===== config.mk =====
export PLATFORM = sky130hd
export DESIGN_NAME = vga_timing_gen
export DESIGN_NICKNAME = d
export VERILOG_FILES = /design/src/rtl/vga_timing_gen.sv
export SDC_FILE = /design/constraint.sdc
export NUM_CORES = 1
export LEC_CHECK = 0
export CORE_ASPECT_RATIO = 0.7
export CORE_MARGIN = 8
export CORE_UTILIZATION = 39
export CTS_CLUSTER_SIZE = 14
export DETAILED_ROUTE_END_ITERATION = 10
export PLACE_DENSITY = 0.74
export SLEW_MARGIN = 15
export SYNTH_ARGS = -nofsm -noshare
export SYNTH_HDL_FRONTEND = slang
export SYNTH_SLANG_ARGS = --single-unit
export TNS_END_PERCENT = 5

===== constraint.sdc =====
create_clock -name clk -period 2.5 [get_ports clk]
set_clock_uncertainty 0.05 [all_clocks]
set_input_delay 0.75 -clock clk [delete_from_list [all_inputs] [get_ports clk]]
set_output_delay 0.75 -clock clk [all_outputs]
set_load 0.02 [all_outputs]

===== src/rtl/vga_timing_gen.sv =====
// VGA raster timing generator: pixel-rate divider, 12-bit h/v counters,
// active-area coordinates, and a registered sync/blank/colour output stage.
// Optional colour-bar source is compiled in when VGA_TIMING_PATTERN_EN is defined.
module vga_timing_gen #(
    parameter int PIX_DIV  = 2,
    parameter int H_ACTIVE = 640,
    parameter int H_FP     = 16,
    parameter int H_SYNC   = 96,
    parameter int H_BP     = 48,
    parameter int V_ACTIVE = 480,
    parameter int V_FP     = 10,
    parameter int V_SYNC   = 2,
    parameter int V_BP     = 33,
    parameter int HS_POL   = 0,
    parameter int VS_POL   = 0
) (
    input  logic       clk,
    input  logic       reset,
`ifdef VGA_TIMING_PATTERN_EN
    input  logic       pattern_sel,
`endif
    input  logic [9:0] pix_r,
    input  logic [9:0] pix_g,
    input  logic [9:0] pix_b,
    output logic [9:0] x,
    output logic [9:0] y,
    output logic       de,
    output logic       pix_ce,
    output logic       line_start,
    output logic       frame_start,
    output logic       vga_hs,
    output logic       vga_vs,
    output logic       vga_blank,
    output logic [9:0] vga_r,
    output logic [9:0] vga_g,
    output logic [9:0] vga_b
);

    localparam int H_TOTAL = H_ACTIVE + H_FP + H_SYNC + H_BP;
    localparam int V_TOTAL = V_ACTIVE + V_FP + V_SYNC + V_BP;

    localparam logic [3:0]  DIV_LAST  = 4'(PIX_DIV - 1);
    localparam logic [11:0] H_LAST    = 12'(H_TOTAL - 1);
    localparam logic [11:0] V_LAST    = 12'(V_TOTAL - 1);
    localparam logic [11:0] H_ACT_END = 12'(H_ACTIVE);
    localparam logic [11:0] V_ACT_END = 12'(V_ACTIVE);
    localparam logic [11:0] H_SYN_BEG = 12'(H_ACTIVE + H_FP);
    localparam logic [11:0] H_SYN_END = 12'(H_ACTIVE + H_FP + H_SYNC);
    localparam logic [11:0] V_SYN_BEG = 12'(V_ACTIVE + V_FP);
    localparam logic [11:0] V_SYN_END = 12'(V_ACTIVE + V_FP + V_SYNC);
    localparam logic        HS_ACT    = (HS_POL != 0);
    localparam logic        VS_ACT    = (VS_POL != 0);

    // Counters are 12 bits wide and the divider 4 bits; reject anything larger.
    if (H_TOTAL > 4095) begin : g_h_total_chk
        $error("vga_timing_gen: H_TOTAL=%0d exceeds 4095", H_TOTAL);
    end
    if (V_TOTAL > 4095) begin : g_v_total_chk
        $error("vga_timing_gen: V_TOTAL=%0d exceeds 4095", V_TOTAL);
    end
    if (PIX_DIV < 1 || PIX_DIV > 16) begin : g_div_chk
        $error("vga_timing_gen: PIX_DIV=%0d outside 1..16", PIX_DIV);
    end
    if (H_ACTIVE > 1024 || V_ACTIVE > 1024) begin : g_act_chk
        $error("vga_timing_gen: active area exceeds 10-bit x/y");
    end

    logic [3:0]  div_q, div_d;
    logic        pix_ce_q, pix_ce_d;
    logic        run_q, run_d;
    logic [11:0] hcnt_q, hcnt_d;
    logic [11:0] vcnt_q, vcnt_d;
    logic        hs_q, hs_d;
    logic        vs_q, vs_d;
    logic        blank_q, blank_d;
    logic [9:0]  r_q, r_d;
    logic [9:0]  g_q, g_d;
    logic [9:0]  b_q, b_d;

    logic        h_act, v_act, de_w;
    logic        hs_win, vs_win;
    logic        ls_w;
    logic [9:0]  x_w, y_w;
    logic [9:0]  src_r, src_g, src_b;

    // Pixel strobe: registered so that it is low in reset and its first
    // pulse arrives PIX_DIV clocks after release.
    always_comb begin
        pix_ce_d = (div_q == DIV_LAST);
        div_d    = pix_ce_d ? 4'd0 : div_q + 4'd1;
    end

    // Raster counters advance at the end of each pixel strobe clock.
    always_comb begin
        hcnt_d = hcnt_q;
        vcnt_d = vcnt_q;
        run_d  = run_q | pix_ce_q;
        if (pix_ce_q) begin
            if (hcnt_q == H_LAST) begin
                hcnt_d = 12'd0;
                if (vcnt_q == V_LAST) begin
                    vcnt_d = 12'd0;
                end else begin
                    vcnt_d = vcnt_q + 12'd1;
                end
            end else begin
                hcnt_d = hcnt_q + 12'd1;
            end
        end
    end

    // Region decode of the pixel currently presented; run gates de until
    // the first strobe so reset leaves the active-area flag low.
    always_comb begin
        h_act  = (hcnt_q < H_ACT_END);
        v_act  = (vcnt_q < V_ACT_END);
        de_w   = (run_q | pix_ce_q) & h_act & v_act;
        hs_win = (hcnt_q >= H_SYN_BEG) && (hcnt_q < H_SYN_END);
        vs_win = (vcnt_q >= V_SYN_BEG) && (vcnt_q < V_SYN_END);
        ls_w   = pix_ce_q && (hcnt_q == 12'd0);
        x_w    = de_w ? hcnt_q[9:0] : 10'd0;
        y_w    = de_w ? vcnt_q[9:0] : 10'd0;
    end

`ifdef VGA_TIMING_PATTERN_EN
    logic [12:0] bar_num;
    logic [2:0]  bar;

    // Eight equal-width vertical colour bars across the active width.
    always_comb begin
        bar_num = {x_w, 3'b000};
        bar     = 3'(bar_num / 13'(H_ACTIVE));
    end
`endif

    // Colour source select: external pixel inputs or the bar pattern.
    always_comb begin
        src_r = pix_r;
        src_g = pix_g;
        src_b = pix_b;
`ifdef VGA_TIMING_PATTERN_EN
        if (pattern_sel) begin
            src_r = {10{bar[2]}};
            src_g = {10{bar[1]}};
            src_b = {10{bar[0]}};
        end
`endif
    end

    // Output stage: capture the presented pixel at the end of its strobe,
    // giving a one-pixel lag behind x/y/de; colours forced to 0 in blanking.
    always_comb begin
        hs_d    = hs_q;
        vs_d    = vs_q;
        blank_d = blank_q;
        r_d     = r_q;
        g_d     = g_q;
        b_d     = b_q;
        if (pix_ce_q) begin
            hs_d    = hs_win ? HS_ACT : ~HS_ACT;
            vs_d    = vs_win ? VS_ACT : ~VS_ACT;
            blank_d = de_w;
            r_d     = de_w ? src_r : 10'd0;
            g_d     = de_w ? src_g : 10'd0;
            b_d     = de_w ? src_b : 10'd0;
        end
    end

    // State registers with asynchronous reset to the idle raster position.
    always_ff @(posedge clk or posedge reset) begin
        if (reset) begin
            div_q    <= 4'd0;
            pix_ce_q <= 1'b0;
            run_q    <= 1'b0;
            hcnt_q   <= 12'd0;
            vcnt_q   <= 12'd0;
            hs_q     <= ~HS_ACT;
            vs_q     <= ~VS_ACT;
            blank_q  <= 1'b0;
            r_q      <= 10'd0;
            g_q      <= 10'd0;
            b_q      <= 10'd0;
        end else begin
            div_q    <= div_d;
            pix_ce_q <= pix_ce_d;
            run_q    <= run_d;
            hcnt_q   <= hcnt_d;
            vcnt_q   <= vcnt_d;
            hs_q     <= hs_d;
            vs_q     <= vs_d;
            blank_q  <= blank_d;
            r_q      <= r_d;
            g_q      <= g_d;
            b_q      <= b_d;
        end
    end

    assign pix_ce      = pix_ce_q;
    assign de          = de_w;
    assign x           = x_w;
    assign y           = y_w;
    assign line_start  = ls_w;
    assign frame_start = ls_w && (vcnt_q == 12'd0);
    assign vga_hs      = hs_q;
    assign vga_vs      = vs_q;
    assign vga_blank   = blank_q;
    assign vga_r       = r_q;
    assign vga_g       = g_q;
    assign vga_b       = b_q;

endmodule


Word-level counts from Yosys, hierarchy flattened. Cells that the tools add are included.

$add $sub $neg: 3. Magnitude comparators: 6. Equal/unequal tests: 3. Mux-type cells: 10. Bitwise gates (word level): 3. Reduce and logical (&&, ||, !) cells: 7.

Operators by type and width (count): $mux 10 (5); $add 12x1->12 const B (2); $eq 12x10->1 const B (2); $logic_not 12->1 (2); $lt 12x10->1 const B (2); $lt 12x9->1 const B (2); $mux 12 (2); $ge 12x10->1 const B (1); $ge 12x9->1 const B (1); $add 4x1->4 const B (1); $eq 4x1->1 const B (1); $logic_and 1x1->1 (4); $mux 4 (1); $and 1x1->1 (2); $mux 1 (2); $reduce_and 2->1 (1); $or 1x1->1 (1).

Flip-flop bits (word level): 63. Output and inout port bits: 57.

Depth between registers and ports, before layout.
Depth after elaboration: 4. Gate-level depth with buffers: 7. Gate-level depth less buffers: 6.

Worst setup path before layout. No wires, ideal clock.

Path kind: register to output. Start point: reg hcnt_q[5]. End point: out frame_start. Arrival time: 1.855 ns. Required time: 1.700 ns. Slack: -0.155 ns. Stages on the path, launching flop included: 6. Path buffers: 1. Path through: dfrtp_1 > clkbuf_1 > or4_1 > nor2_1 > nand3_1 > nor4_1.

Word-level cells in the longest chain between the ends: 3.

RTL lines: start, declared (line 71) `logic [11:0] hcnt_q, hcnt_d;`; start signal, assigned (line 187) `hcnt_q <= hcnt_d;`; $logic_not 12->1 (line 120) `ls_w = pix_ce_q && (hcnt_q == 12'd0);`; $logic_and 1x1->1 (line 120); $logic_and 1x1->1 (line 203) `assign frame_start = ls_w && (vcnt_q == 12'd0);`; end, declared (line 30) `output logic frame_start,`.

Every way passes these cells.

Worst setup path in the final report.
Start point: reg vcnt_q[11]. End point: out y[0].

Word-level cells in the longest chain between the ends: 3.

RTL lines: start, declared (line 72) `logic [11:0] vcnt_q, vcnt_d;`; start signal, assigned (line 188) `vcnt_q <= vcnt_d;`; $lt 12x9->1 (line 116) `v_act = (vcnt_q < V_ACT_END);`; $and 1x1->1 (line 117) `de_w = (run_q | pix_ce_q) & h_act & v_act;`; $mux 10 (line 122) `y_w = de_w ? vcnt_q[9:0] : 10'd0;`; end, declared (line 26) `output logic [9:0] y,`.

Every way passes these cells.

==> impl_metrics.ini <==
[placement]
port_buffers = 87
dp_hpwl_um = 5864
place.gp.congestion = 0.8625
dpl_worst_slack_ns = -0.5218

[setup_path]
cp_max_fo = 5
end_kind = output pin
critical_path.startpoint_type = flip-flop
path_class = reg2out
required_ns = 1.70
crit_arrival_ns = 2.09

[die]
row_count = 27
dieHeight_um = 90.00
core-area_um2 = 7736
ios = 89
start_util_pct = 39.43
dieArea_um2 = 10950
dieWidth_um = 121.7

[routing]
m1WireLength_um = 3931
drc = 0
via_count = 2717
dr_wl_met3_um = 444
firstDrtPassIters = 6
wl_met2_um = 3900
dr.max_layer_used = met4
wl_per_cell_um = 15.02
drt-total-wl_um = 8380
route.antenna.remaining_nets = 0
drt_iter0_markers = 242
routed_via_density = 4.869

[grt]
grt_pass1_vias = 2772
grt_max_degree = 76
globalRoute.totalOverflow = 0
antenna_found_initial = 0
grt_pass1_wl_um = 13930
grt_usage_pct = 15.67

[logic_synthesis]
synth_seq_cells = 63
synthXorXnorAreaFrac_pct = 4.020
synth_edf_count = 0
yosysTopAreaCellShare_pct = 50.04
synth-adder-area-share_pct = 1.641
avgSynthCellArea_um2 = 9.415
synth_top_family_by_area = simple AND/OR/NAND/NOR gates
ys_types = 41
ys_top_cells_by_area = dfrtp_1 (50%), o22ai_1 (6.4%), nand2_1 (5.9%)
synth_compound_area_share_pct = 9.475
syn_nets = 360
yosysWarnings = 0
yosysSeqAreaShare_pct = 51.76
yosysTopAreaCell = dfrtp_1
synthMuxAreaShare_pct = 2.461
synth_ff_type = dfrtp_1
ys_async_sr_fraction_pct = 100.0
syn-cell-area_um2 = 3050
synthSimpleGateAreaFrac_pct = 21.37
netlist_instances = 324

[timing]
min_period_over_period_pct = 115.5
finalHoldViolCount = 0
setup_slack_ns = -0.3880
setup-violations-final = 21
hold_slack_ns = 0.4019
layout_min_cycle_time_ns = 2.888
clock.fmax_mhz = 346.3
rsz0062_at_grt = yes
slew_violations = 0

[pwr]
seqPwrFrac_pct = 48.2
p_leak_nw = 2.133
p_per_area_nw_per_um2 = 473.4
combPwrFrac_pct = 8.4
vdd_drop_max_mv = 0.2828
power_frac_clock_pct = 43.4
p_sw_mw = 0.4696
p_sw_share_pct = 21.40
p_int_mw = 1.724

[min_path]
hold_class = reg2reg

[run]
drv_cap = 0

[clock_network]
clockRootBuffer = clkbuf_8
cts_buffers = 9
htreeDepth = 3
holdBufCountCts = 0
clkTransAtPathRegs_ns = 0.06
cts_tree = yes
cts_num_sinks = 63
clkLatencyLatePin_ns = 0.32
cts_buffer_depth = 2

[cells_and_area]
area_growth_pct = 51.93
layout.nets = 489
n_antenna_cell = 0
layout_common_cells = clkdlybuf4s50_1 (64), dfrtp_1 (60), buf_4 (51), nand2_1 (48), inv_1 (38)
layout_commonest_cell = clkdlybuf4s50_1
drive_above_1_share_pct = 26.26

[run_status]
violations = negative setup slack
status = complete, but fails checks
==> layer usage <==
metal  vias up  global-route usage, %
met1      1306                  19.98
met3         7                  5.247
li1       1344                      -
met5         -                      0
met4         0                  4.708
met2        60                  24.55
==> cell families after synthesis <==
logic type | after synthesis
simple gates | 128
flops | 63
buf+inv | 61
compound gates | 46
xor+xnor | 14
mux | 7
fa+ha+maj | 4
other cells | 1
==> flip-flops by register name (all words and copies together) (netlist names), 4 cells and up <==
signal  cells
hcnt_q     12
vcnt_q     12
vga_g      10
vga_b      10
div_q       4
vga_r      10
==> through the flow <==
step           utilization (%)  setup TNS (ns)  cells  cell area [um2]  total power [mW]
2_1_floorplan                -         -0.9467    324             3057             1.146
3_3_place_gp             55.17          -8.934    535             4268             1.259
3_5_place_dp             55.17          -10.30    535             4268             1.262
4_1_cts                  59.55          -7.714    557             4607             2.225
5_1_grt                  59.91          -8.921    558             4634             2.287
6_report                 59.91          -7.447    558             4634             2.194
==> cells in the mapped netlist (3+ instances only) <==
cell type and instances:
buf_6 5, and2_1 13, nand3_1 9, nor2_1 18, xnor2_1 10, nand4_1 12
nor3_1 5, inv_1 40, ha_1 4, o21ai_0 5, o22ai_1 31, xor2_1 4
nand2_1 48, mux2_2 4, nor4_1 7, clkbuf_1 11, a21oi_1 4, mux2i_1 3
dfrtp_1 61
==> final cells by class <==
class / count / area, um2
clock buffers: 11 / 141.4
clock inverters: 4 / 70.07
repair buffers: 137 / 1286
well taps: 101 / 126.4
multi-input cells: 200 / 1260
fillers: 679 / 3102
flip-flops and latches: 63 / 1580
inverters: 41 / 161.4
repair inverters: 1 / 8.758
==> power groups by stage <==
stage	Sequential [mW]	Clock [mW]	Combinational, mW
after floorplan	1.11	0	0.0392
after global placement	1.08	0	0.184
after detailed placement	1.08	0	0.186
after CTS	1.06	0.980	0.187
after global routing	1.06	1.03	0.199
final	1.06	0.953	0.184
==> worst max-delay path, stage by stage (launching register included) <==
cell and delay (ns):
dfrtp_1 0.39, nor3_2 0.21, nand4_1 0.15, or4_4 0.61, buf_6 0.18, nor2_2 0.08
buf_4 0.14
==> what timing repair did <==
action | 4_1_cts | 5_1_grt
endpoints found under the setup margin | 23 | 22
cloned | 1 | 0
resized for setup | 149 | 9
setup buffers | 6 | 1
pin swaps | 6 | 7
==> path summary, 6_finish.rpt <==
path,startpoint,endpoint,slack (ns),cells after the start
setup / recovery,vcnt_q[11]$_DFFE_PP0P_,y[0],-0.39,6
max in group asynchronous,reset,vga_vs$_DFFE_PP1P_,1.31,3
hold reg to reg,run_q$_DFF_PP0_,run_q$_DFF_PP0_,0.40,1
hold / removal,run_q$_DFF_PP0_,run_q$_DFF_PP0_,0.40,1
min in group asynchronous,reset,vga_r[8]$_DFFE_PP0P_,0.76,3
setup reg to reg,hcnt_q[10]$_DFFE_PP0P_,vcnt_q[10]$_DFFE_PP0P_,0.33,7
(Power assumes the default switching activity.)
